$ cat src/rtl/uart_pkg.sv
// Shared types and constants for the uart_xcvr transceiver.
// The parity states exist only when UART_PARITY_EN is defined.
package uart_pkg;

    localparam int OVERSAMPLE  = 16;
    localparam int SAMPLE_TICK = 8;

    typedef enum logic [2:0] {
        TX_IDLE,
        TX_START,
        TX_DATA,
`ifdef UART_PARITY_EN
        TX_PARITY,
`endif
        TX_STOP
    } tx_state_e;

    typedef enum logic [2:0] {
        RX_IDLE,
        RX_START,
        RX_DATA,
`ifdef UART_PARITY_EN
        RX_PARITY,
`endif
        RX_STOP,
        RX_BREAK
    } rx_state_e;

    function automatic bit cfg_legal(input int data_bits, input int stop_bits);
        return (data_bits >= 5) && (data_bits <= 8) && (stop_bits == 1 || stop_bits == 2);
    endfunction

endpackage

$ cat src/rtl/uart_baud_gen.sv
// Free-running oversample tick generator; a divisor of 0 behaves as 1.
// A new divisor is picked up at the next reload.
module uart_baud_gen #(
    parameter int DIV_W = 16
) (
    input  logic             clk_i,
    input  logic             rst_i,
    input  logic [DIV_W-1:0] baud_div_i,
    output logic             tick_o
);

    logic [DIV_W-1:0] cnt_q, cnt_d;

    assign tick_o = (cnt_q == '0);

    always_comb begin
        cnt_d = cnt_q - 1'b1;
        if (tick_o) begin
            cnt_d = (baud_div_i == '0) ? '0 : baud_div_i - 1'b1;
        end
    end

    always_ff @(posedge clk_i or posedge rst_i) begin
        if (rst_i) cnt_q <= '0;
        else       cnt_q <= cnt_d;
    end

endmodule

$ cat src/rtl/uart_xcvr.sv
// Full-duplex 16x-oversampled UART with valid/ready on both data paths.
// Define UART_PARITY_EN to add a parity bit to both directions.
module uart_xcvr
    import uart_pkg::*;
#(
    parameter int DATA_BITS = 8,
    parameter int STOP_BITS = 1,
    parameter int DIV_W     = 16
) (
    input  logic                 clk,
    input  logic                 rst,
    input  logic [DIV_W-1:0]     baud_div,
    input  logic                 parity_odd,
    input  logic [DATA_BITS-1:0] tx_data,
    input  logic                 tx_valid,
    output logic                 tx_ready,
    output logic                 tx,
    input  logic                 rx,
    output logic [DATA_BITS-1:0] rx_data,
    output logic                 rx_valid,
    input  logic                 rx_ready,
    output logic                 frame_err,
    output logic                 parity_err,
    output logic                 overrun
);

    if (!cfg_legal(DATA_BITS, STOP_BITS)) begin : g_bad_cfg
        $error("uart_xcvr: DATA_BITS must be 5..8 and STOP_BITS 1 or 2");
    end

    localparam logic [4:0] TX_LAST_TICK = 5'(OVERSAMPLE - 1);
    localparam logic [4:0] TX_STOP_LAST = 5'(STOP_BITS * OVERSAMPLE - 1);
    localparam logic [3:0] RX_MID_TICK  = 4'(SAMPLE_TICK - 1);
    localparam logic [3:0] RX_LAST_TICK = 4'(OVERSAMPLE - 1);
    localparam logic [2:0] LAST_BIT     = 3'(DATA_BITS - 1);

    logic tick;

    uart_baud_gen #(.DIV_W(DIV_W)) u_baud (
        .clk_i      (clk),
        .rst_i      (rst),
        .baud_div_i (baud_div),
        .tick_o     (tick)
    );

    // ---------------- transmitter ----------------
    tx_state_e            tx_st_q, tx_st_d;
    logic [4:0]           tx_cnt_q, tx_cnt_d;
    logic [2:0]           tx_bit_q, tx_bit_d;
    logic [DATA_BITS-1:0] tx_dat_q, tx_dat_d;
    logic                 tx_q, tx_d;
    logic                 tx_par;

    assign tx_ready = (tx_st_q == TX_IDLE);
    assign tx       = tx_q;

`ifdef UART_PARITY_EN
    assign tx_par = (^tx_dat_q) ^ parity_odd;
`else
    assign tx_par = 1'b1;
    logic unused_parity_odd;
    assign unused_parity_odd = parity_odd;
`endif

    always_comb begin
        tx_st_d  = tx_st_q;
        tx_cnt_d = tx_cnt_q;
        tx_bit_d = tx_bit_q;
        tx_dat_d = tx_dat_q;
        case (tx_st_q)
            TX_IDLE: if (tx_valid) begin
                tx_dat_d = tx_data;
                tx_cnt_d = '0;
                tx_bit_d = '0;
                tx_st_d  = TX_START;
            end
            TX_START: if (tick) begin
                tx_cnt_d = tx_cnt_q + 1'b1;
                if (tx_cnt_q == TX_LAST_TICK) begin
                    tx_cnt_d = '0;
                    tx_st_d  = TX_DATA;
                end
            end
            TX_DATA: if (tick) begin
                tx_cnt_d = tx_cnt_q + 1'b1;
                if (tx_cnt_q == TX_LAST_TICK) begin
                    tx_cnt_d = '0;
                    if (tx_bit_q == LAST_BIT) begin
`ifdef UART_PARITY_EN
                        tx_st_d = TX_PARITY;
`else
                        tx_st_d = TX_STOP;
`endif
                    end else begin
                        tx_bit_d = tx_bit_q + 1'b1;
                    end
                end
            end
`ifdef UART_PARITY_EN
            TX_PARITY: if (tick) begin
                tx_cnt_d = tx_cnt_q + 1'b1;
                if (tx_cnt_q == TX_LAST_TICK) begin
                    tx_cnt_d = '0;
                    tx_st_d  = TX_STOP;
                end
            end
`endif
            TX_STOP: if (tick) begin
                tx_cnt_d = tx_cnt_q + 1'b1;
                if (tx_cnt_q == TX_STOP_LAST) begin
                    tx_cnt_d = '0;
                    tx_st_d  = TX_IDLE;
                end
            end
            default: tx_st_d = TX_IDLE;
        endcase

        // Line level follows the next state so tx changes together with the state.
        case (tx_st_d)
            TX_START:  tx_d = 1'b0;
            TX_DATA:   tx_d = tx_dat_q[tx_bit_d];
`ifdef UART_PARITY_EN
            TX_PARITY: tx_d = tx_par;
`endif
            default:   tx_d = 1'b1;
        endcase
    end

    always_ff @(posedge clk or posedge rst) begin
        if (rst) begin
            tx_st_q  <= TX_IDLE;
            tx_cnt_q <= '0;
            tx_bit_q <= '0;
            tx_dat_q <= '0;
            tx_q     <= 1'b1;
        end else begin
            tx_st_q  <= tx_st_d;
            tx_cnt_q <= tx_cnt_d;
            tx_bit_q <= tx_bit_d;
            tx_dat_q <= tx_dat_d;
            tx_q     <= tx_d;
        end
    end

    // ---------------- receiver ----------------
    rx_state_e            rx_st_q, rx_st_d;
    logic                 rx_s1_q, rx_s2_q;
    logic [3:0]           rx_cnt_q, rx_cnt_d;
    logic [2:0]           rx_bit_q, rx_bit_d;
    logic [DATA_BITS-1:0] rx_sh_q, rx_sh_d;
    logic                 rx_perr_q, rx_perr_d;
    logic                 rx_mid, rx_last, rx_done;

    logic [DATA_BITS-1:0] rx_data_q, rx_data_d;
    logic                 rx_valid_q, rx_valid_d;
    logic                 ferr_q, ferr_d;
    logic                 perr_q, perr_d;
    logic                 ovr_q, ovr_d;
    logic                 rx_pop;

    assign rx_mid  = tick && (rx_cnt_q == RX_MID_TICK);
    assign rx_last = tick && (rx_cnt_q == RX_LAST_TICK);

    always_comb begin
        rx_st_d   = rx_st_q;
        rx_cnt_d  = tick ? rx_cnt_q + 1'b1 : rx_cnt_q;
        rx_bit_d  = rx_bit_q;
        rx_sh_d   = rx_sh_q;
        rx_perr_d = rx_perr_q;
        rx_done   = 1'b0;
        case (rx_st_q)
            // IDLE is only entered with the line high, so a low level is a falling edge.
            RX_IDLE: begin
                rx_cnt_d  = '0;
                rx_bit_d  = '0;
                rx_perr_d = 1'b0;
                if (!rx_s2_q) rx_st_d = RX_START;
            end
            RX_START: begin
                if (rx_mid && rx_s2_q) rx_st_d = RX_IDLE;
                else if (rx_last)      rx_st_d = RX_DATA;
            end
            RX_DATA: begin
                if (rx_mid) rx_sh_d = {rx_s2_q, rx_sh_q[DATA_BITS-1:1]};
                if (rx_last) begin
                    if (rx_bit_q == LAST_BIT) begin
`ifdef UART_PARITY_EN
                        rx_st_d = RX_PARITY;
`else
                        rx_st_d = RX_STOP;
`endif
                    end else begin
                        rx_bit_d = rx_bit_q + 1'b1;
                    end
                end
            end
`ifdef UART_PARITY_EN
            RX_PARITY: begin
                if (rx_mid)  rx_perr_d = rx_s2_q ^ (^rx_sh_q) ^ parity_odd;
                if (rx_last) rx_st_d   = RX_STOP;
            end
`endif
            RX_STOP: if (rx_mid) begin
                rx_done = 1'b1;
                rx_st_d = rx_s2_q ? RX_IDLE : RX_BREAK;
            end
            RX_BREAK: if (rx_s2_q) rx_st_d = RX_IDLE;
            default: rx_st_d = RX_IDLE;
        endcase
    end

    // A pop in the same cycle as a completed frame frees the slot, so no overrun.
    always_comb begin
        rx_pop     = rx_valid_q && rx_ready;
        rx_valid_d = rx_valid_q && !rx_pop;
        rx_data_d  = rx_data_q;
        ferr_d     = ferr_q;
        perr_d     = perr_q;
        ovr_d      = 1'b0;
        if (rx_done) begin
            if (!rx_valid_q || rx_pop) begin
                rx_valid_d = 1'b1;
                rx_data_d  = rx_sh_q;
                ferr_d     = !rx_s2_q;
                perr_d     = rx_perr_q;
            end else begin
                ovr_d = 1'b1;
            end
        end
    end

    always_ff @(posedge clk or posedge rst) begin
        if (rst) begin
            rx_s1_q    <= 1'b1;
            rx_s2_q    <= 1'b1;
            rx_st_q    <= RX_IDLE;
            rx_cnt_q   <= '0;
            rx_bit_q   <= '0;
            rx_sh_q    <= '0;
            rx_perr_q  <= 1'b0;
            rx_data_q  <= '0;
            rx_valid_q <= 1'b0;
            ferr_q     <= 1'b0;
            perr_q     <= 1'b0;
            ovr_q      <= 1'b0;
        end else begin
            rx_s1_q    <= rx;
            rx_s2_q    <= rx_s1_q;
            rx_st_q    <= rx_st_d;
            rx_cnt_q   <= rx_cnt_d;
            rx_bit_q   <= rx_bit_d;
            rx_sh_q    <= rx_sh_d;
            rx_perr_q  <= rx_perr_d;
            rx_data_q  <= rx_data_d;
            rx_valid_q <= rx_valid_d;
            ferr_q     <= ferr_d;
            perr_q     <= perr_d;
            ovr_q      <= ovr_d;
        end
    end

    assign rx_data   = rx_data_q;
    assign rx_valid  = rx_valid_q;
    assign frame_err = ferr_q;
    assign overrun   = ovr_q;
`ifdef UART_PARITY_EN
    assign parity_err = perr_q;
`else
    assign parity_err = 1'b0;
    logic unused_perr;
    assign unused_perr = perr_q;
`endif

endmodule

$ cat config.mk
export PLATFORM = sky130hd
export DESIGN_NAME = uart_xcvr
export DESIGN_NICKNAME = d
export VERILOG_FILES = /design/src/rtl/uart_pkg.sv /design/src/rtl/uart_baud_gen.sv /design/src/rtl/uart_xcvr.sv
export SDC_FILE = /design/constraint.sdc
export NUM_CORES = 1
export LEC_CHECK = 0
export CORE_ASPECT_RATIO = 0.75
export CORE_UTILIZATION = 55
export DETAILED_ROUTE_END_ITERATION = 10
export PLACE_DENSITY = 0.8
export SLEW_MARGIN = 10
export SYNTH_ARGS = -nofsm -noshare
export SYNTH_HDL_FRONTEND = slang
export SYNTH_SLANG_ARGS = --single-unit
export TNS_END_PERCENT = 50
$ cat constraint.sdc
create_clock -name clk -period 3.9 [get_ports clk]
set_input_delay 0.585 -clock clk [delete_from_list [all_inputs] [get_ports clk]]
set_output_delay 0.585 -clock clk [all_outputs]
set_load 0.01 [all_outputs]
==> impl_results.md <==
* Status: finished clean
* Total power draw at roughly 0.0014 W
* Top FF cell, synth: dfrtp_1
* Pin count of the biggest net entering global routing at between 40 and 50
* Clock transition at path regs at approximately 0.070 ns
* RePlAce Congestion at 0.858
* Peak Freq at between 300 and 400 MHz
* Synth Instances at 332
* Reg2Reg Setup Slack at approximately 0.95 ns
* R2R depth at 8
* Hold Crit Depth at 0
* Initial Utilization at 58.6%
* Clock tree buffer depth at 2
* Die H at ~71 um
* Post-DP Area at about 4000 um2
* Total grt overflow at 0
* Number of flops mapped to enable cells by yosys at 0
* Final setup vio count at 0
* Top Ports at 44
* Arr. time, crit path at between 3 and 4 ns
* Finished Layout Cells at roughly 460
* DR pass1 iterations at 4
* Placed cells at 446
* 1st-iter DRT viols at about 150
* Crit-path max FO at 10
* Period Utilization, post-route at 75.6%
* Slew HR at roughly 35%
* Clock skew at 0.00812 ns
* Yosys warning count at 0
* CTS Sinks at 67
* Post-CTS Setup Repair Bufs at 0
* DP Worst Slack at between 0.8 and 0.9 ns
* CTS buffer count at 9
* Vias at 2678
* Vias in the first global route at about 2600
* Met3 Wirelength at roughly 350 um
* Worst Hold Class: reg -> reg
* Actual slew at the worst max-slew pin at 0.968 ns
* Req. time, crit path at slightly above 4 ns
* Type of origin of the critical path: register
* First-pass GRT wire length at ~12000 um
* Nets at 417
* Post-route minimum period at about 2.9 ns
* Synth-to-Final Area Change at 19.7%
* FF+latch count, synth at 67
* Top cells by count, synth: dfrtp_1 (64), nand2_1 (34), nor2_1 (29), mux2_2 (16), xnor2_1 (15)
* DR vias/cell at 5.80
* Number of remaining DRC errors at 0
* VDD IR-drop max at 0.230 mV
* Top post-synthesis cells by area: dfrtp_1 (46%), mux2_2 (5.1%), xnor2_1 (3.8%)
* H-tree Lvls at 3
* Count of different cell masters after synthesis at 59
* Diode count at 0
* Final Worst Setup Slack at around 0.95 ns
* WL/cell at approximately 15 um
* Post-synthesis sequential area ratio at about half
* Total Routed Length at approximately 7000 um
* Top Metal Used: met4
* Post-route design area at between 4000 and 5000 um2
* Row cnt at 24
* Met2 Wirelength at roughly 3300 um
* Placed wire-length estimate at slightly below 5000 um
* Hold bufs inserted after CTS at 0
* Type of the worst setup path: reg -> reg
* Most common cell in the netlist: dfrtp_1
* Max Cap Viol at 0
* Crit end category: register
* Synth area leader: dfrtp_1
* Fin. max-slew vios at 0
* Clk Latency, worst-skew pair at around 0.35 ns
* Async SR Flop Fraction at 100%
* Number of port buffers at between 40 and 50
* Synth Area per Inst at ~11 um2
* Share of layout cells above drive strength 1 at 15.6%
* Lkg Pwr at around 1.8 nW
* Hold Violations, Final at 0
* GRT Total Usage at 23.2%
* PD cells at ~350 nW/um2
* Yosys top cell area share at roughly 46%
* Horiz. Die Dim at around 94 um
* CTS resizes at 0
* Total negative slack at 0 ns
* Full die area at around 6700 um2
* CTS tree: built
* Core area at ~6000 um2
* Initial antenna violation count at 0
* WL met1 at roughly 3200 um
* Post-Synthesis Cell Area at about 3500 um2
* Number of routed nets with antenna violations at 0
* RSZ-0062 raised after global routing: false
* CTS root buf: clkbuf_8
-- state kept, by name, summed over array words and instances (netlist names) --
| signal | count |
|---|---|
| rx_cnt_q | 4 |
| overrun | 1 |
| rx_s1_q | 1 |
| tx | 1 |
| tx_cnt_q | 5 |
| rx_bit_q | 3 |
| rx_st_q | 3 |
| rx_s2_q | 1 |
| tx_st_q | 3 |
| u_baud.cnt_q | 16 |
| rx_sh_q | 8 |
| rx_data | 8 |
| tx_dat_q | 8 |
| tx_bit_q | 3 |
| frame_err | 1 |
| rx_valid | 1 |
-- per-stage QoR --
| step | util (%) | hold slack [ns] |
|---|---|---|
| 6_report | 70.1 | 0.361 |
| 5_1_grt | 70.1 | 0.366 |
| 4_1_cts | 70.1 | 0.364 |
| 3_5_place_dp | 66.8 | 0.350 |
| 3_3_place_gp | 66.8 | 0.351 |
| 2_1_floorplan | - | 0.345 |
-- path summary, 6_finish.rpt --
kind                                                 from                     end
worst max-delay path            u_baud.cnt_q[0]$_DFF_PP0_  rx_data[3]$_DFFE_PP0P_
worst min-delay path                    rx_s1_q$_DFF_PP1_       rx_s2_q$_DFF_PP1_
worst max register to register  u_baud.cnt_q[0]$_DFF_PP0_  rx_data[3]$_DFFE_PP0P_
worst min register to register          rx_s1_q$_DFF_PP1_       rx_s2_q$_DFF_PP1_
max in group asynchronous                             rst            tx$_DFF_PP1_
min in group asynchronous                             rst  rx_data[7]$_DFFE_PP0P_
-- cells in the final DEF, fill, tap and decap left out, types with 11 or more instances in the layout --
master	synthesis	final
clkdlybuf4s50_1	0	41
nor2_1	29	29
xnor2_1	15	15
o21ai_0	11	11
mux2_2	16	16
dfrtp_1	64	64
nand2_1	34	34
o22ai_1	11	11
-- metal layers --
metal | up-vias | GRT usage [%]
met5 | - | 0
met4 | 0 | 7.01
met3 | 10 | 6.88
met1 | 1297 | 31.6
met2 | 73 | 35.8
li1 | 1298 | -
-- worst max-delay path, stage by stage, from the launching register on --
cell and delay [ns]:
dfrtp_1 0.41, inv_1 0.07, ha_1 0.19, or3b_1 0.42, nor3_2 0.38, nand4_2 0.21
or4b_4 0.58, nand2b_4 0.24, mux2_4 0.33
-- cell families (layout without fill, tap and decap cells) --
family                   after synthesis  after routing  share of synthesized area (%)
AND/OR/NAND/NOR                      130            130                           20.1
flip-flops                            67             67                           48.0
AO/OA/AOI/OAI                         54             54                           10.5
multiplexers                          28             28                           9.72
XOR/XNOR                              25             25                           6.26
buffers and inverters                 19             70                           2.36
adder cells (fa/ha/maj)                8              8                           2.86
other                                  1              2                          0.107
-- cell type report --
type / instances / area [um2]
multi-input cells: 247 / 1740
well taps: 78 / 97.6
repair buffers: 44 / 433
inverters: 10 / 37.5
clock buffers: 10 / 138
flip-flops and latches: 67 / 1680
fillers: 451 / 1790
clock inverters: 6 / 63.8
-- where the power goes --
group / switching [W] / leakage (nW) / internal, W / total [W]
sequential: 0.0000204 / 0.826 / 0.000723 / 0.000743
clock: 0.000277 / 0.0987 / 0.000312 / 0.000589
combinational: 0.0000522 / 0.838 / 0.0000631 / 0.000115
Power figures use the tool's default switching activity.
